===== config.mk =====
export PLATFORM = sky130hd
export DESIGN_NAME = msg_scroller
export DESIGN_NICKNAME = d
export VERILOG_FILES = /design/src/rtl/scroller_pkg.sv /design/src/rtl/tick_divider.sv /design/src/rtl/msg_scroller.sv
export SDC_FILE = /design/constraint.sdc
export NUM_CORES = 1
export LEC_CHECK = 0
export ABC_AREA = 1
export CAP_MARGIN = 40
export CORE_UTILIZATION = 48
export DETAILED_ROUTE_END_ITERATION = 16
export PLACE_DENSITY = 0.78
export SYNTH_ARGS = -nofsm -noshare
export SYNTH_HDL_FRONTEND = slang
export SYNTH_SLANG_ARGS = --single-unit

===== constraint.sdc =====
create_clock -name clk -period 3.2 [get_ports clk]
set_clock_uncertainty 0.05 [all_clocks]
set_input_delay 0.48 -clock clk [delete_from_list [all_inputs] [get_ports clk]]
set_output_delay 0.48 -clock clk [all_outputs]
set_load 0.005 [all_outputs]

===== src/rtl/scroller_pkg.sv =====
// Shared constants and small helpers for the scrolling message display.
package scroller_pkg;

  localparam int MSG_LEN = 16;
  localparam int POS_W   = 4;
  localparam int CHAR_W  = 4;

  typedef logic [POS_W-1:0]  pos_t;
  typedef logic [CHAR_W-1:0] char_t;

  // Slot i powers up holding character code i.
  localparam logic [MSG_LEN*CHAR_W-1:0] RESET_MSG = 64'hFEDC_BA98_7654_3210;

  // Index into the message relative to the window start, wrapping mod 16.
  function automatic pos_t win_idx(input pos_t base, input int unsigned off);
    return base + pos_t'(off);
  endfunction

  function automatic pos_t pos_step(input pos_t p, input logic d);
    return d ? p - pos_t'(1) : p + pos_t'(1);
  endfunction

endpackage


===== src/rtl/tick_divider.sv =====
// Free-running step timer: counts 0..PERIOD-1 and flags the terminal count.
module tick_divider #(
  parameter int PERIOD = 25000000
) (
  input  logic clk,
  input  logic reset,
  input  logic hold,
  input  logic clear,
  output logic tick
);

  localparam int CNT_W = (PERIOD > 1) ? $clog2(PERIOD) : 1;

  logic [CNT_W-1:0] count;

  assign tick = !hold && (count == CNT_W'(PERIOD - 1));

  // clear outranks hold so a manual step restarts the period even while paused
  always_ff @(posedge clk or negedge reset) begin
    if (!reset) begin
      count <= '0;
    end else if (clear) begin
      count <= '0;
    end else if (!hold) begin
      count <= tick ? '0 : count + CNT_W'(1);
    end
  end

endmodule


===== src/rtl/msg_scroller.sv =====
// Scrolls a 4-character window across a 16-character message store.
// Optional manual step button enabled by defining STEP_BTN_EN.
module msg_scroller #(
  parameter int SCROLL_PERIOD = 25000000,
  parameter int MSG_LEN       = 16
) (
  input  logic                           clk,
  input  logic                           reset,
  input  logic                           pause,
  input  logic                           dir,
  input  logic                           load_en,
  input  logic [scroller_pkg::POS_W-1:0] load_addr,
  input  logic [scroller_pkg::CHAR_W-1:0] load_data,
  input  logic                           step,
  output logic [scroller_pkg::CHAR_W-1:0] char3,
  output logic [scroller_pkg::CHAR_W-1:0] char2,
  output logic [scroller_pkg::CHAR_W-1:0] char1,
  output logic [scroller_pkg::CHAR_W-1:0] char0,
  output logic [scroller_pkg::POS_W-1:0]  pos,
  output logic                           wrap
);

  import scroller_pkg::*;

  logic  tick;
  logic  adv;
  logic  clr;
  char_t msg [MSG_LEN];

`ifdef STEP_BTN_EN
  logic step_p0, step_p1, step_p2;
  logic btn_edge;

  always_ff @(posedge clk or negedge reset) begin
    if (!reset) begin
      step_p0 <= 1'b0;
      step_p1 <= 1'b0;
      step_p2 <= 1'b0;
    end else begin
      step_p0 <= step;
      step_p1 <= step_p0;
      step_p2 <= step_p1;
    end
  end

  // Button edge and timer terminal count merge into a single advance.
  assign btn_edge = step_p1 & ~step_p2;
  assign adv      = tick | btn_edge;
  assign clr      = btn_edge;
`else
  logic unused_step;
  assign unused_step = step;
  assign adv         = tick;
  assign clr         = 1'b0;
`endif

  tick_divider #(
    .PERIOD(SCROLL_PERIOD)
  ) u_timer (
    .clk  (clk),
    .reset(reset),
    .hold (pause),
    .clear(clr),
    .tick (tick)
  );

  always_ff @(posedge clk or negedge reset) begin
    if (!reset) begin
      pos  <= '0;
      wrap <= 1'b0;
    end else begin
      wrap <= adv && (dir ? (pos == '0) : (pos == '1));
      if (adv) begin
        pos <= pos_step(pos, dir);
      end
    end
  end

  always_ff @(posedge clk or negedge reset) begin
    if (!reset) begin
      for (int i = 0; i < MSG_LEN; i++) begin
        msg[i] <= RESET_MSG[i*CHAR_W +: CHAR_W];
      end
    end else if (load_en) begin
      msg[load_addr] <= load_data;
    end
  end

  // Window is sampled from pre-edge pos/msg, so chars trail pos by one cycle.
  always_ff @(posedge clk or negedge reset) begin
    if (!reset) begin
      char3 <= RESET_MSG[0*CHAR_W +: CHAR_W];
      char2 <= RESET_MSG[1*CHAR_W +: CHAR_W];
      char1 <= RESET_MSG[2*CHAR_W +: CHAR_W];
      char0 <= RESET_MSG[3*CHAR_W +: CHAR_W];
    end else begin
      char3 <= msg[pos];
      char2 <= msg[win_idx(pos, 1)];
      char1 <= msg[win_idx(pos, 2)];
      char0 <= msg[win_idx(pos, 3)];
    end
  end

endmodule


# ---- After elaboration in Yosys (flattened, before gate mapping)
# Cells that the tools add are included.
dict set report word_totals {
  latchBits 0
  wordCells 64
  out_inout_bits 21
  n_memories 0
  ram_bits 0
  romBits 0
  input_bits 14
  reg_bits 110
}
dict set report op_classes {
  n_reduce_logical 5
  n_eq_ne 2
  n_mul 0
  addsub 5
  div 0
  order_cmp 6
  muxes 18
  n_shift 0
  n_bitwise 5
}
# cell n
set op_table {}
lappend op_table {{binary-select mux 4 bit (select 4 bit)} 4}
lappend op_table {{bitwise mux 64 bit} 1}
lappend op_table {{2-to-1 mux 4 bit} 10}
lappend op_table {{adder 25 x 1 -> 25 bit (second input constant)} 1}
lappend op_table {{equality test 25 bit (second input constant)} 1}
lappend op_table {{>= comparator 5 bit (second input constant)} 5}
lappend op_table {{2-to-1 mux 25 bit} 1}
lappend op_table {{NOT 4 -> 5 bit} 5}
lappend op_table {{demux 4 bit (select 4 bit)} 1}
lappend op_table {{adder 4 x 2 -> 4 bit (second input constant)} 2}
lappend op_table {{less-than comparator 5 x 1 -> 1 bit (second input constant)} 1}
lappend op_table {{adder 4 x 1 -> 4 bit (second input constant)} 1}
lappend op_table {{equality test 4 bit (second input constant)} 1}
lappend op_table {{zero test 4 bit} 1}
lappend op_table {{subtractor 4 x 1 -> 4 bit (second input constant)} 1}
lappend op_table {{logical AND 1 bit} 3}
lappend op_table {{zero test 1 bit} 1}
lappend op_table {{2-to-1 mux 1 bit} 1}

# ---- Depth between registers and ports, before layout
# Gate-level depths: netlist of the first run.
dict set report logic_depth {
  word_depth 6
  mapped_depth 12
  depth_no_buf 9
}

# ---- Cells and area by module
# From an unflattened synthesis of the first run, not the netlist that was laid out.
dict set report unflattened {
  cells_unflattened 973
  hier_area_um2 6841.6
}
# mod instances seq_area_each_um2 area_per_inst_um2 cells_each
set by_module_without_submodules {}
lappend by_module_without_submodules {msg_scroller 1 2172.1 5266.3 747}
lappend by_module_without_submodules {tick_divider 1 625.6 1575.3 226}

# ---- Worst setup path after synthesis of the first run
# Ideal clock, no wire load.
dict set report synth_timing {
  path_kind {flip-flop to flip-flop}
  start {reg pos[1] (netlist name)}
  end {reg char0[3] (netlist name)}
  setup_ns 0.117
  period_less_slack_ns 2.350
  required_ns 3.033
  setup_slack_ns 0.850
  path_stages_with_launch 13
  t_arrival_ns 2.183
  path_buffers 4
  cell_sequence {dfrtp_1 -> clkbuf_1 -> inv_2 -> clkbuf_1 -> ha_1 -> clkbuf_1 -> inv_2 -> clkbuf_1 -> o211ai_1 -> nand3_1 -> nand2_1 -> nand2_1 -> nand2_1}
}
dict set report synth_via {
  elab_chain_len 5
}
# element line_no
set synth_lines {}
lappend synth_lines {{start, declared} msg_scroller.sv:19} ;# output logic [scroller_pkg::POS_W-1:0] pos,
lappend synth_lines {{start signal, assigned} msg_scroller.sv:74} ;# pos <= pos_step(pos, dir);
lappend synth_lines {{adder 4 x 2 -> 4 bit} scroller_pkg.sv:16} ;# return base + pos_t'(off);
lappend synth_lines {{NOT 4 -> 5 bit (not written as such)} msg_scroller.sv:100} ;# char0 <= msg[win_idx(pos, 3)];
lappend synth_lines {{binary-select mux 4 bit (select 4 bit)} msg_scroller.sv:100}
lappend synth_lines {{2-to-1 mux 4 bit (not written as such) (2 in series)} msg_scroller.sv:100}
lappend synth_lines {{end signal, assigned} msg_scroller.sv:95} ;# char0 <= RESET_MSG[3*CHAR_W +: CHAR_W];
lappend synth_lines {{end signal, assigned} msg_scroller.sv:100}
lappend synth_lines {{end, declared} msg_scroller.sv:18} ;# output logic [scroller_pkg::CHAR_W-1:0] char0,
# No other way between the ends. The select of a mux whose other input is x is not followed.
# A chain may end at the register's enable or synchronous reset.

# ---- Worst setup path after layout of the first run
dict set report layout_timing {
  start {reg pos[0] (netlist name)}
  end {out pos[0] (netlist name)}
}
# No word-level cell between the ends.

==> key figures, run 1 <==
STA
  • Rel. slew slack: 56.63%
  • Final setup violation count: 0
  • Final max-slew violation count: 0
  • Crit path time final: 2.412 ns
  • Final setup TNS: 0 ns
  • Final period utilization: 75.38%
  • Worst slew pin tran: 0.6498 ns
  • RSZ-0062 raised after global routing: false
  • Final Hold Viols: 0
  • Fmax: 414.6 MHz

Synthesis
  • Ranking of synthesized cells by area: dfrtp_1 (27%), nand2_1 (19%), dfstp_2 (14%)
  • Post-synth EDFFs: 0
  • Asr flop ratio synth: 100.0%
  • Mapped Avg Cell Area: 6.959 um^2
  • Synth Instances: 980
  • Top cells by count, synth: nand2_1 (338), nand3_1 (123), inv_1 (86)
  • Yosys top cell area share: 27.15%
  • Sequential area share after synthesis: 41.02%
  • Top-count cell post-synth: nand2_1
  • Distinct cells, synth: 27
  • Post-Syn Area: 6820 um^2
  • Synth area leader: dfrtp_1
  • Yosys warns: 0
  • Syn nets: 1,002
  • FF+latch count, synth: 110
  • Primary FF master, synth: dfrtp_1

CTS
  • Worst-skew pair later-pin latency: 0.37 ns
  • Max Root-Sink Buffers: 2
  • Postcts setup bufs: 0
  • Sink Count: 110
  • CTS Hold Buffers Added: 0
  • CTS tree: yes
  • CTS root buffer: clkbuf_16
  • Clk slew on worst S/H paths: 0.08 ns
  • H-tree levels: 3
  • Post-CTS sizing: 0
  • Number of buffers created by CTS: 9

Setup path
  • Crit. path cell count: 2
  • Terminus of the critical flop-to-flop path: char2[3]
  • Capture point of the critical path: pos[0]
  • Reg-to-Reg Start: pos[0]
  • CP bufs+invs: 2
  • Critical-path cell list: buf_12, clkdlybuf4s50_1
  • Setup slack, reg-to-reg: 0.80 ns
  • CP Launch Point: pos[0]
  • Worst Path Required: 2.67 ns
  • Critical path class: reg -> out
  • Crit start category: flip-flop
  • R2R cell count: 8
  • CP arrival: 1.88 ns
  • Top cell family by delay on the critical path: buffers and inverters
  • Slowest Stage Delay on Critical Path: 0.60 ns
  • CP max FO: 150
  • Critical Path Sink Type: output pin
  • Slowest library cell on the worst path: clkdlybuf4s50_1

Job
  • Max cap viols: 0

Placement
  • Placed cell area: 7284 um^2
  • Post-DP HPWL: 13.13 mm
  • Number of port buffers: 33
  • Final GP Congestion: 0.9032

Power
  • Combinational Power Share: 22.7%
  • Pwr Density: 521.4 nW/um^2
  • Peak supply drop: 308.4 uV
  • Total power: 3.946 mW
  • Sw Share: 33.12%
  • Sequential power share: 49.9%
  • Clock Power Share: 27.4%
  • Switching power: 1.307 mW
  • Internal power: 2.639 mW
  • Pleak: 3.435 nW

Global route
  • Global-route wire length before repair: 30.09 mm
  • Vias in the first global route: 5,972
  • Largest net degree at the start of global routing: 151
  • Initial antenna violation count: 0
  • GR Overflow Total: 0
  • Tot GR Track Use: 26.74%

Final layout
  • Design Area, Final: 7567 um^2
  • Final core occ: 54.52%
  • Antenna cells: 0
  • Final #Nets: 1,012
  • Area Growth Syn to Fin: 10.95%
  • Share of cells above drive strength 1: 7.940%
  • Fillers: 1,345

Detailed routing
  • Vias per cell: 5.567
  • Routed wire length: 18.23 mm
  • DR DRC count: 0
  • DR pass1 iterations: 5
  • DR WL/cell: 15.52 um
  • DR vias: 6,541
  • DRT iter0 DRCs: 724
  • Post-route ant nets: 0

Floorplan
  • Die Area: 14,690 um^2
  • Initial Util: 49.13%
  • FP Rows: 43
  • Die Width: 121.2 um
  • CORE AREA: 13,880 um^2
  • Die H: 121.2 um
  • IO Count: 35

Status
  • Outcome: finished clean

Hold path
  • Hold Path Class: in -> async
## power groups by stage
| stage | combinational, mW | clock, mW | sequential (mW) |
|---|---|---|---|
| after global placement | 0.859 | 0 | 1.97 |
| after detailed placement | 0.889 | 0 | 1.98 |
| after CTS | 0.894 | 1.11 | 1.96 |
| after global routing | 1.04 | 1.16 | 2.00 |
| final | 0.896 | 1.08 | 1.97 |
| after floorplan | 0.597 | 0 | 1.90 |
## final cells by class
| cell class | count | area (um^2) | area share [%] |
|---|---|---|---|
| Multi-Input combinational cell | 729 | 3470 | 45.85 |
| Sequential cell | 110 | 2801 | 37.02 |
| Timing Repair Buffer | 42 | 420.4 | 5.556 |
| Inverter | 98 | 367.9 | 4.861 |
| Clock buffer | 9 | 225.2 | 2.976 |
| Tap cell | 180 | 225.2 | 2.976 |
| Clock inverter | 7 | 57.56 | 0.7606 |
## metal layers
metal | vias to the layer above | share of wire, % | global-route usage (%) | wire length (um)
met3 | 39 | 8.5 | 6.109 | 1549
met1 | 2962 | 45 | 36.52 | 8201
li1 | 3260 | - | - | -
met4 | 0 | 2.5 | 10.57 | 464
met2 | 280 | 44 | 41.00 | 8019
met5 | - | 0 | 0 | 0
## placed cells by master (no fill, tap or decap), types with 2 or more instances in the layout
master and count:
xor2_2 2, clkbuf_16 9, xnor2_1 3, buf_4 8, ha_1 8, clkinvlp_4 2
dfstp_2 36, nor2_1 65, o21ai_1 47, dfrtp_1 73, o21ai_0 28, a21oi_1 11
nand3_1 123, clkdlybuf4s50_1 32, inv_6 2, nand4_1 8, inv_1 86, o211ai_1 78
nor3_1 8, inv_2 12, nand2_1 338, xor2_1 3, buf_12 2
## state kept, by name, indices dropped and copies added, names as in the netlist
name,flops
char0,4
char3,4
msg,64
char1,4
u_timer.count,25
pos,4
char2,4
wrap,1
## worst min-delay path by stage
stage / endpoint / startpoint / slack, ns
global placement: msg[31] / msg[31] / 0.42
global route: u_timer.count[10] / reset / 0.11
detailed placement: msg[31] / msg[31] / 0.43
CTS: u_timer.count[10] / reset / 0.08
floorplan: char0[2] / reset / 0.13
finish: u_timer.count[10] / reset / 0.07
## cell families after synthesis
family,Yosys count,synth area share (%)
simple gates,547,33.04
flops,110,41.02
fa+ha+maj,8,1.468
buf+inv,141,8.109
compound gates,166,15.12
xor+xnor,8,1.248
## stage by stage
step / instances / worst slack, ns / hold slack (ns)
floorplan: 980 / 0.8503 / 0.1344
CTS: 1175 / 0.7493 / 0.08352
global placement: 1159 / 0.8710 / 0.4210
global route: 1175 / 0.6367 / 0.1084
finish: 1175 / 0.7878 / 0.07201
detailed placement: 1159 / 0.8397 / 0.4256
Power figures use the tool's default switching activity.
==> run 2, diff against run 1 <==
==> constraint.sdc (replaced) <==
create_clock -name clk -period 2.4 [get_ports clk]
set_clock_uncertainty 0.05 [all_clocks]
set_input_delay 0.36 -clock clk [delete_from_list [all_inputs] [get_ports clk]]
set_output_delay 0.36 -clock clk [all_outputs]
set_load 0.005 [all_outputs]
==> key figures, run 2 (same netlist as run 1, synthesis figures left out) <==
STA
  • RSZ-0062 raised after global routing: false
  • Crit path time final: 2.172 ns
  • Final period utilization: 90.51%
  • Final setup TNS: 0 ns (unchanged)
  • Rel. slew slack: 55.82% (-0.82 points)
  • Final setup violation count: 0 (unchanged)
  • Final Hold Viols: 0 (unchanged)
  • Worst slew pin tran: 0.6620 ns (+0.01226 ns)
  • Final max-slew violation count: 0 (unchanged)
  • Fmax: 460.4 MHz

Global route
  • GR Overflow Total: 0 (unchanged)
  • Initial antenna violation count: 0 (unchanged)
  • Tot GR Track Use: 26.99% (+0.25 points)
  • Largest net degree at the start of global routing: 119 (-21%)
  • Vias in the first global route: 6,089 (+2.0%)
  • Global-route wire length before repair: 30.52 mm (+1.4%)

CTS
  • Clk slew on worst S/H paths: 0.08 ns (about the same)
  • CTS root buffer: clkbuf_16
  • Postcts setup bufs: 0 (unchanged)
  • H-tree levels: 3 (unchanged)
  • Max Root-Sink Buffers: 2 (unchanged)
  • Sink Count: 110 (unchanged)
  • CTS tree: yes
  • Number of buffers created by CTS: 9 (unchanged)
  • Worst-skew pair later-pin latency: 0.36 ns (about the same)

Placement
  • Inst Count DP: 1,171 (+1.0%)
  • Number of port buffers: 33 (unchanged)
  • Final GP Congestion: 0.9712 (+7.5%)
  • Post-DP HPWL: 13.38 mm (+1.9%)

Detailed routing
  • Routed wire length: 18.73 mm (+2.7%)
  • Post-route ant nets: 0 (unchanged)
  • Vias per cell: 5.628 (+1.1%)
  • DR pass1 iterations: 6 (+1)
  • DR vias: 6,686 (+2.2%)
  • DR WL/cell: 15.77 um (+1.6%)
  • DRT iter0 DRCs: 816 (+13%)
  • DR DRC count: 0 (unchanged)

Final layout
  • Biggest register: msg
  • Most common cell after layout, fill and taps aside: nand2_1
  • Antenna cells: 0 (unchanged)
  • Post-route non-filler standard cell count: 1,188 (+1.1%)
  • Final core occ: 55.81% (+1.3 points)
  • Biggest regs: msg x64, u_timer.count x25
  • Share of cells above drive strength 1: 8.929% (+0.99 points)
  • Most frequent cells in the layout: nand2_1 (338), nand3_1 (123), inv_1 (86)
  • Max reg flops: 64 (unchanged)
  • Final #Nets: 1,025 (+1.3%)
  • Area Growth Syn to Fin: 13.59%

Job
  • Max cap viols: 0 (unchanged)

Setup path
  • Critical Path Sink Type: output pin
  • CP max FO: 118 (-21%)
  • Reg-to-Reg Start: pos[1]
  • CP Launch Point: pos[0]
  • Critical path class: reg -> out
  • Slowest library cell on the worst path: clkdlybuf4s50_1
  • Worst Path Required: 1.99 ns (-0.68 ns)
  • Crit start category: flip-flop
  • Slowest Stage Delay on Critical Path: 0.58 ns (-0.02 ns)
  • Critical-path cell list: buf_12, clkdlybuf4s50_1
  • CP arrival: 1.76 ns (-0.12 ns)

Status
  • Outcome: finished clean

Floorplan
  • CORE AREA: 13,880 um^2 (unchanged)
  • FP Rows: 43 (unchanged)
  • IO Count: 35 (unchanged)
  • Die H: 121.2 um (unchanged)
  • Die Area: 14,690 um^2 (unchanged)
  • Initial Util: 49.13% (unchanged)
  • Die Width: 121.2 um (unchanged)

Hold path
  • Hold path start: msg[27]
  • Hold Path Class: reg -> reg

Power
  • Pleak: 3.540 nW (+3.1%)
  • Pwr Density: 713.7 nW/um^2 (+37%)
  • Peak supply drop: 428.8 uV (+39%)
==> run 2: report_power, final <==
part / switching [mW] / leakage, nW / internal (mW)
logic: 0.699 / 2.07 / 0.506
registers: 0.334 / 1.30 / 2.30
clock network: 0.665 / 0.172 / 1.02
==> run 2: worst paths after layout <==
path	to	slack, ns	depth (start not counted)
max in group asynchronous	msg[32]	1.21	3
min reg2reg	msg[27]	0.43	2
min in group asynchronous	u_timer.count[10]	0.45	2
max reg2reg	char0[3]	0.29	8
max	pos[0]	0.23	2
min	msg[27]	0.43	2
==> run 2: through the flow <==
step           worst slack (ns)  cell area, um^2  power (mW)  hold slack, ns
2_1_floorplan           0.05027             6820       3.335         0.01441
3_3_place_gp             0.3614             7387       3.794          0.2935
3_5_place_dp             0.3333             7387       3.840          0.2965
4_1_cts                  0.2055             7747       5.539          0.4310
5_1_grt                  0.1233             7747       5.852          0.4472
6_report                 0.2278             7747       5.529          0.4337
==> run 2: critical path: cells and delay by family, from the launching register on <==
kind     cells  cell delay (ns)
flops        1             0.46
buf+inv      2             0.94
==> run 2: cell type report <==
class | instances | area [um^2]
clock buffers | 15 | 320.3
multi-input cells | 729 | 3470
clock inverters | 1 | 30.03
inverters | 98 | 367.9
well taps | 180 | 225.2
repair buffers | 55 | 533.0
fillers | 1340 | 6133
flip-flops and latches | 110 | 2801
==> run 2: repair_timing <==
item | in CTS | in global routing
gates resized for setup | 0 | 0
hold endpoints to repair | 28 | 0
hold buffers | 1 | 0
==> run 2: routing by layer <==
layer	vias up	global-route usage [%]	part of all wire, %	wire length (um)
met5	-	0	0	0
met4	0	8.565	1.9	350
met3	31	5.451	8.1	1515
met2	287	42.32	46	8555
met1	3087	37.31	44	8308
li1	3281	-	-	-
